**config.mk**
```make
export PLATFORM = sky130hd
export DESIGN_NAME = fifo_wr_arbiter_flat
export DESIGN_NICKNAME = d
export VERILOG_FILES = /design/src/rtl/fifo_wr_arbiter_if.sv /design/src/rtl/fifo_wr_arbiter.sv /design/src/flat_wrapper.sv
export SDC_FILE = /design/constraint.sdc
export NUM_CORES = 1
export LEC_CHECK = 0
export ABC_AREA = 1
export BUFFER_PORTS_ARGS = -buffer_cell sky130_fd_sc_hd__buf_4
export CAP_MARGIN = 20
export CORE_AREA = 2 2 39 41
export CTS_CLUSTER_SIZE = 12
export DETAILED_ROUTE_END_ITERATION = 10
export DIE_AREA = 0 0 41 43
export PLACE_DENSITY = 0.63
export SLEW_MARGIN = 20
export SYNTH_ARGS = -nofsm -noshare
export SYNTH_HDL_FRONTEND = slang
export SYNTH_SLANG_ARGS = --single-unit
```
**constraint.sdc**
```tcl
create_clock -name clk -period 1.2 [get_ports clk]
set_input_delay 0.18 -clock clk [delete_from_list [all_inputs] [get_ports clk]]
set_output_delay 0.18 -clock clk [all_outputs]
set_load 0.01 [all_outputs]
```
**src/rtl/fifo_wr_arbiter_if.sv**
```systemverilog
// fifo_wr_arbiter_if -- bundle of requester, FIFO-write and status signals
// for fifo_wr_arbiter.
//   req0/req1, data0/data1, last0/last1 : requester beats (request + data + end-of-burst)
//   ack0/ack1                           : per-requester beat accepted this cycle
//   fifo_full                           : downstream FIFO full flag
//   fifo_wr, fifo_wdata                 : write strobe / data into the downstream FIFO
//   owner, busy                         : index of locked requester / machine in LOCK
// Modports: slave = arbiter side, master = requester/FIFO environment side.
interface fifo_wr_arbiter_if #(
  parameter int DATA_WIDTH = 8
);
  logic                  req0;
  logic                  req1;
  logic [DATA_WIDTH-1:0] data0;
  logic [DATA_WIDTH-1:0] data1;
  logic                  last0;
  logic                  last1;
  logic                  ack0;
  logic                  ack1;
  logic                  fifo_full;
  logic                  fifo_wr;
  logic [DATA_WIDTH-1:0] fifo_wdata;
  logic                  owner;
  logic                  busy;

  modport slave (
    input  req0, req1, data0, data1, last0, last1, fifo_full,
    output ack0, ack1, fifo_wr, fifo_wdata, owner, busy
  );

  modport master (
    output req0, req1, data0, data1, last0, last1, fifo_full,
    input  ack0, ack1, fifo_wr, fifo_wdata, owner, busy
  );
endinterface

```
**src/rtl/fifo_wr_arbiter.sv**
```systemverilog
// fifo_wr_arbiter -- two-requester, burst-locking, round-robin write arbiter
// in front of a downstream FIFO.
// Ports:
//   clk        : system clock, rising edge
//   reset_n    : asynchronous active-low reset
//   bus        : fifo_wr_arbiter_if.slave (requesters, FIFO write port, owner/busy)
//   grant_cnt0 / grant_cnt1 : 16-bit saturating per-requester beat counters,
//                present only when FIFO_WR_ARB_STATS_EN is defined.
// Operation: in IDLE a winner is registered into owner (one cycle latency) and
// the machine locks onto it until a beat with last is written. The priority
// pointer then flips to the other requester.
module fifo_wr_arbiter #(
  parameter int DATA_WIDTH = 8
) (
  input  logic              clk,
  input  logic              reset_n,
  fifo_wr_arbiter_if.slave  bus
`ifdef FIFO_WR_ARB_STATS_EN
  ,
  output logic [15:0]       grant_cnt0,
  output logic [15:0]       grant_cnt1
`endif
);

  typedef enum logic {S_IDLE = 1'b0, S_LOCK = 1'b1} state_t;

  state_t     r_state, w_state_nxt;
  logic       r_owner, w_owner_nxt;
  logic       r_prio,  w_prio_nxt;   // requester preferred on contention
  logic [1:0] w_req, w_last, w_ack;
  logic       w_wr, w_win;

  assign w_req  = {bus.req1,  bus.req0};
  assign w_last = {bus.last1, bus.last0};

  // Pointer only matters when both request; otherwise the lone requester wins.
  assign w_win = (w_req == 2'b11) ? r_prio : w_req[1];

  // state register
  always_ff @(posedge clk or negedge reset_n) begin
    if (!reset_n) begin
      r_state <= S_IDLE;
      r_owner <= 1'b0;
      r_prio  <= 1'b0;
    end else begin
      r_state <= w_state_nxt;
      r_owner <= w_owner_nxt;
      r_prio  <= w_prio_nxt;
    end
  end

  // next-state logic
  always_comb begin
    w_state_nxt = r_state;
    w_owner_nxt = r_owner;
    w_prio_nxt  = r_prio;
    case (r_state)
      S_IDLE: begin
        if (|w_req) begin
          w_state_nxt = S_LOCK;
          w_owner_nxt = w_win;
        end
      end
      S_LOCK: begin
        // Burst ends only on a beat that actually transferred with last set.
        if (w_wr && w_last[r_owner]) begin
          w_state_nxt = S_IDLE;
          w_prio_nxt  = ~r_owner;
        end
      end
      default: w_state_nxt = S_IDLE;
    endcase
  end

  // output logic
  always_comb begin
    w_wr  = 1'b0;
    w_ack = 2'b00;
    if (r_state == S_LOCK) begin
      w_wr           = w_req[r_owner] & ~bus.fifo_full;
      w_ack[r_owner] = w_wr;
    end
  end

  assign bus.fifo_wr    = w_wr;
  assign bus.ack0       = w_ack[0];
  assign bus.ack1       = w_ack[1];
  assign bus.fifo_wdata = r_owner ? bus.data1 : bus.data0;
  assign bus.owner      = r_owner;
  assign bus.busy       = (r_state == S_LOCK);

`ifdef FIFO_WR_ARB_STATS_EN
  for (genvar gi = 0; gi < 2; gi++) begin : g_cnt
    logic [15:0] r_cnt;
    always_ff @(posedge clk or negedge reset_n) begin
      if (!reset_n)
        r_cnt <= '0;
      else if (w_ack[gi] && (r_cnt != 16'hFFFF))
        r_cnt <= r_cnt + 16'd1;
    end
  end
  assign grant_cnt0 = g_cnt[0].r_cnt;
  assign grant_cnt1 = g_cnt[1].r_cnt;
`endif

endmodule

```
**src/flat_wrapper.sv**
```systemverilog
// flat-port wrapper written by rule: the top's interface ports become plain ports
module fifo_wr_arbiter_flat 
#(
  parameter int DATA_WIDTH = 8
)
  (clk, reset_n, bus_req0, bus_req1, bus_data0, bus_data1, bus_last0, bus_last1, bus_fifo_full, bus_ack0, bus_ack1, bus_fifo_wr, bus_fifo_wdata, bus_owner, bus_busy);
  fifo_wr_arbiter_if #(.DATA_WIDTH(DATA_WIDTH)) bus_i ();
  input  logic clk;
  input  logic reset_n;
  input wire logic [$bits(bus_i.req0)-1:0] bus_req0;
  input wire logic [$bits(bus_i.req1)-1:0] bus_req1;
  input wire logic [$bits(bus_i.data0)-1:0] bus_data0;
  input wire logic [$bits(bus_i.data1)-1:0] bus_data1;
  input wire logic [$bits(bus_i.last0)-1:0] bus_last0;
  input wire logic [$bits(bus_i.last1)-1:0] bus_last1;
  input wire logic [$bits(bus_i.fifo_full)-1:0] bus_fifo_full;
  output wire logic [$bits(bus_i.ack0)-1:0] bus_ack0;
  output wire logic [$bits(bus_i.ack1)-1:0] bus_ack1;
  output wire logic [$bits(bus_i.fifo_wr)-1:0] bus_fifo_wr;
  output wire logic [$bits(bus_i.fifo_wdata)-1:0] bus_fifo_wdata;
  output wire logic [$bits(bus_i.owner)-1:0] bus_owner;
  output wire logic [$bits(bus_i.busy)-1:0] bus_busy;
  assign bus_i.req0 = bus_req0;
  assign bus_i.req1 = bus_req1;
  assign bus_i.data0 = bus_data0;
  assign bus_i.data1 = bus_data1;
  assign bus_i.last0 = bus_last0;
  assign bus_i.last1 = bus_last1;
  assign bus_i.fifo_full = bus_fifo_full;
  assign bus_ack0 = bus_i.ack0;
  assign bus_ack1 = bus_i.ack1;
  assign bus_fifo_wr = bus_i.fifo_wr;
  assign bus_fifo_wdata = bus_i.fifo_wdata;
  assign bus_owner = bus_i.owner;
  assign bus_busy = bus_i.busy;
  fifo_wr_arbiter #(.DATA_WIDTH(DATA_WIDTH)) u_core (.clk(clk), .reset_n(reset_n), .bus(bus_i));
endmodule
```
# == Word-level counts from Yosys, hierarchy flattened ==
# Index checks and enable logic that the tools add are counted.
# word_totals
ff_bits,3
output_inout_bits,13
word_cells,29
# classes
magnitude_cmp,2
n_eq_ne,1
muxes,13
n_bitwise,5
reduce_logical,5
# op_table
cell,count
1-bit 2-to-1 mux,9
8-bit 2-to-1 mux,1
2-bit AND reduction,2
1-bit inverter,3
2-bit bitwise AND,1
2-bit equality test (second input constant),1
1-bit logical AND,2
1-bit by 2-bit less-than comparator with 1-bit output (second input constant),1
2-bit 2-to-1 mux,1
1-bit one-hot mux with 2 select lines,1
2-bit OR reduction,1
1-bit bitwise AND,1
1-bit demux with 1-bit select,1
1-bit >= comparator (second input constant),1

# == Logic depth before layout (Yosys ltp) ==
# logic_depth
depth_word,7
mapped_depth,6
ltp_nobuf,6

# == Worst setup path before layout ==
# No wires, ideal clock.
# synth_timing
kind,reg2out
startpoint,reg u_core.r_owner (netlist: u_core.bus.owner)
endpoint,out bus_ack0
arrival_ns,0.922
t_required_ns,1.020
path_slack_ns,0.098
stages_incl_launch_ff,6
cell_sequence,dfrtp_1 > inv_2 > nor2_1 > nor2_2 > nand2_1 > nor2_1
# synth_via
elab_chain_len,6
elab_cells_between_ends,10
classes_between,order compare (2); mux (5); bitwise (2); reduce/logical (1)
# synth_lines
item,line_no,source
start: declaration,fifo_wr_arbiter.sv:28,"logic r_owner, w_owner_nxt;"
start signal: assignment,fifo_wr_arbiter.sv:47,r_owner <= w_owner_nxt;
1-bit by 2-bit less-than comparator with 1-bit output (implied by the code) or 1-bit >= comparator (tied branches),fifo_wr_arbiter.sv:81,w_ack[r_owner] = w_wr;
1-bit logical AND (implied by the code),fifo_wr_arbiter.sv:81,
1-bit 2-to-1 mux (implied by the code),fifo_wr_arbiter.sv:81,
1-bit demux with 1-bit select,--,
2-bit bitwise AND (no source line) (*),--,
2-bit 2-to-1 mux (*),fifo_wr_arbiter.sv:79,if (r_state == S_LOCK) begin
end: declaration,flat_wrapper.sv:17,output wire logic [$bits(bus_i.ack0)-1:0] bus_ack0;
# Every way passes the cells marked *; elsewhere a longest branch is shown, timed or not. The select of a mux whose other input is x is not followed.

# == Worst setup path after layout ==
# Same ends and word-level chain as after synthesis.

==> results.py <==
metrics = {
    "outcome": {
        "status": "finished with violations",
        "violations": "setup timing",
    },
    "timing": {
        "relSlewSlack_pct": 88.64,
        "setup_tns_ns": -0.8037,
        "finalHoldViolCount": 0,
        "min_period_over_period_pct": 113.0,
        "rsz0062_at_grt": "yes",
        "fin_crit_ns": 1.356,
        "finalClockSkew_ns": 0.006370,
        "setup_slack_ns": -0.1562,
        "setup_viol": 13,
        "fmax_mhz": 737.4,
        "worst_slew_pin_slew_ns": 0.1686,
        "slew_violations": 0,
    },
    "synth": {
        "yosys_warnings": 0,
        "synth_top_area_share_pct": 45.26,
        "synth_ff_type": "dfrtp_1",
        "yosys_register_bits": 3,
        "synth_common_cells": "nand2_1 (35), inv_1 (4), dfrtp_1 (3), nor2_1 (2), o21ai_0 (2)",
        "synth_area_per_cell_um2": 5.376,
        "syn_inst": 54,
        "ys_seq_area_share_pct": 25.86,
        "synth_cell_types": 13,
        "syn-num-nets": 77,
        "synth_edf_count": 0,
        "yosysMostFrequentCell": "nand2_1",
        "synth.top_cells.by_area": "nand2_1 (45%), dfrtp_1 (26%), inv_1 (5.2%)",
        "yosysTopAreaCell": "nand2_1",
        "async_flop_share_pct": 100.0,
        "synth_area_um2": 290.3,
    },
    "cells_and_area": {
        "multi_input_area_um2": 187.7,
        "final_util_pct": 48.01,
        "register_area_um2": 75.07,
        "final_nets": 124,
        "fillers": 154,
        "stdcell_count": 116,
        "diodes": 0,
        "areaGrowthSynthToFinish_pct": 128.9,
        "drive_gt1_share_pct": 52.00,
    },
    "worst_setup_path": {
        "startpoint_type": "flip-flop",
        "critPathMostFrequentCell": "nor2_2",
        "crit_chain": "inv_2 -> nor2_2 -> nor2_2 -> nand2_1 -> nor2_1 -> buf_4",
        "worst_setup_path_end_kind": "primary output",
        "critPathKind": "reg -> out",
        "cpPeakStageDelay_ns": 0.38,
        "crit_slowest_cell": "dfrtp_1",
        "critPathTopFamily": "flip-flops",
        "path_buf_inv": 2,
        "worstPathArrival_ns": 1.18,
        "critPathRequiredTime_ns": 1.02,
        "critPathMaxFanout": 3,
    },
    "placed_design": {
        "port_buffers": 35,
        "place_congestion": 0.7172,
        "place.detailed.hpwl_um": 790,
        "placed_cells": 106,
    },
    "drt": {
        "wl_per_cell_um": 9.612,
        "wl_um": 1115,
        "dr.pass1.iters": 3,
        "drt_iter0_markers": 4,
        "avgViaCountPerCell": 4.181,
        "route.detailed.drc": 0,
        "ant_nets": 0,
        "via_count": 485,
    },
    "clock_network": {
        "clockRootBuffer": "clkbuf_4",
        "cts_tree": "done",
        "clk_latency_ns": 0.24,
        "cts_max_level": 1,
        "cts-buffers-inserted": 3,
        "cts_buffer_depth": 2,
        "clk_pin_slew_worst_paths_ns": 0.04,
        "clock-sinks": 3,
    },
    "global_routing": {
        "grt_pass1_vias": 447,
        "grt_pass1_wl_um": 1718,
        "grt_max_degree": 14,
        "grt_overflow_total": 0,
        "antenna_found_initial": 0,
        "grt.total_usage_pct": 14.36,
    },
    "hold_path": {
        "hold_class": "in -> reg",
    },
    "floorplanning": {
        "core-area_um2": 1384,
        "num_rows": 14,
        "die_h_um": 43,
        "fp.dieArea_um2": 1763,
        "fp.dieW_um": 41,
        "start_util_pct": 20.98,
        "io_pins": 36,
    },
    "pwr": {
        "cellPowerDensity_nw_per_um2": 1943,
        "ir_worst_vdd_mv": 0.7840,
        "power_leakage_nw": 0.4131,
        "power_mw": 1.291,
    },
    "flow_run": {
        "maxCapViolations": 0,
    },
}
-- where the power goes --
part,total (mW),switching (mW),internal [mW],leakage (nW)
clock network,0.192,0.0663,0.126,0.0150
logic,0.916,0.441,0.475,0.363
registers,0.183,0.0317,0.151,0.0353
-- through the flow --
step	instance area, µm²	worst slack (ns)	hold WS (ns)
2_1_floorplan	290.3	0.09792	-0.1156
3_3_place_gp	579.3	0.1281	-0.02651
3_5_place_dp	579.3	0.06131	-0.02331
4_1_cts	664.4	-0.1555	0.2160
5_1_grt	664.4	-0.2387	0.2365
6_report	664.4	-0.1562	0.2308
-- layer usage --
metal / part of all wire [%] / global-route usage, % / routed length (µm) / vias up
li1: - / - / - / 253
met2: 53 / 25.94 / 589 / 26
met4: 0 / 8.000 / 0 / 0
met1: 36 / 12.86 / 403 / 206
met3: 11 / 4.188 / 122 / 0
met5: 0 / 0 / 0 / -
-- worst register-to-register path, cell delays in order (launching register included) --
cell	delay (ns)
dfrtp_1	0.38
inv_2	0.08
nor2_2	0.04
nor2_2	0.12
buf_4	0.12
buf_4	0.09
buf_4	0.09
buf_4	0.10
nand3_2	0.06
nand2_1	0.06
nand2_1	0.06
-- sequential cells by signal, summed over array words and instances (netlist names) --
register and flops:
u_core.bus.busy 1, u_core.bus.owner 1, u_core.r_prio 1
-- cell families after synthesis --
| family | Yosys count | share of synthesized area [%] |
|---|---|---|
| AOI/OAI and AO/OA | 3 | 6.036 |
| buffers and inverters | 7 | 12.06 |
| and+or+nand+nor | 41 | 56.04 |
| DFF | 3 | 25.86 |
-- final timing paths --
kind | from | end | slack, ns | depth (start not counted)
hold reg to reg | u_core.r_prio | u_core.r_prio | 0.48 | 2
min in group asynchronous | reset_n | u_core.bus.busy | 0.27 | 2
setup / recovery | u_core.bus.owner | bus_ack0 | -0.16 | 6
max in group asynchronous | reset_n | u_core.r_prio | 0.82 | 2
setup reg to reg | u_core.bus.owner | u_core.bus.busy | -0.11 | 10
hold / removal | bus_req0 | u_core.r_prio | 0.23 | 3
-- area by class of cell --
cell class,count,area share [%]
clock buffers,4,3.955
inverters,5,2.825
multi-input cells,44,28.25
flip-flops and latches,3,11.30
well taps,16,3.013
repair buffers,44,50.66
-- repair_timing --
item                                    in CTS  in global routing
setup buffers                                6                  0
endpoints found under the setup margin      11                 13
hold buffers                                 1                  0
resized for setup                            3                  1
hold endpoints to repair                     3                  0
pin swaps                                    1                  1
-- placed cells by master, fill, tap and decap left out --
cell type      instances
buf_4                 42
buf_6                  1
clkbuf_1               1
clkbuf_4               3
dfrtp_1                3
dlygate4sd3_1          1
inv_1                  3
inv_2                  2
nand2_1               35
nand2_2                1
nand3_2                1
nand4_1                1
nor2_1                 1
nor2_2                 2
o21ai_0                2
o21bai_1               1
(Power assumes the default switching activity.)
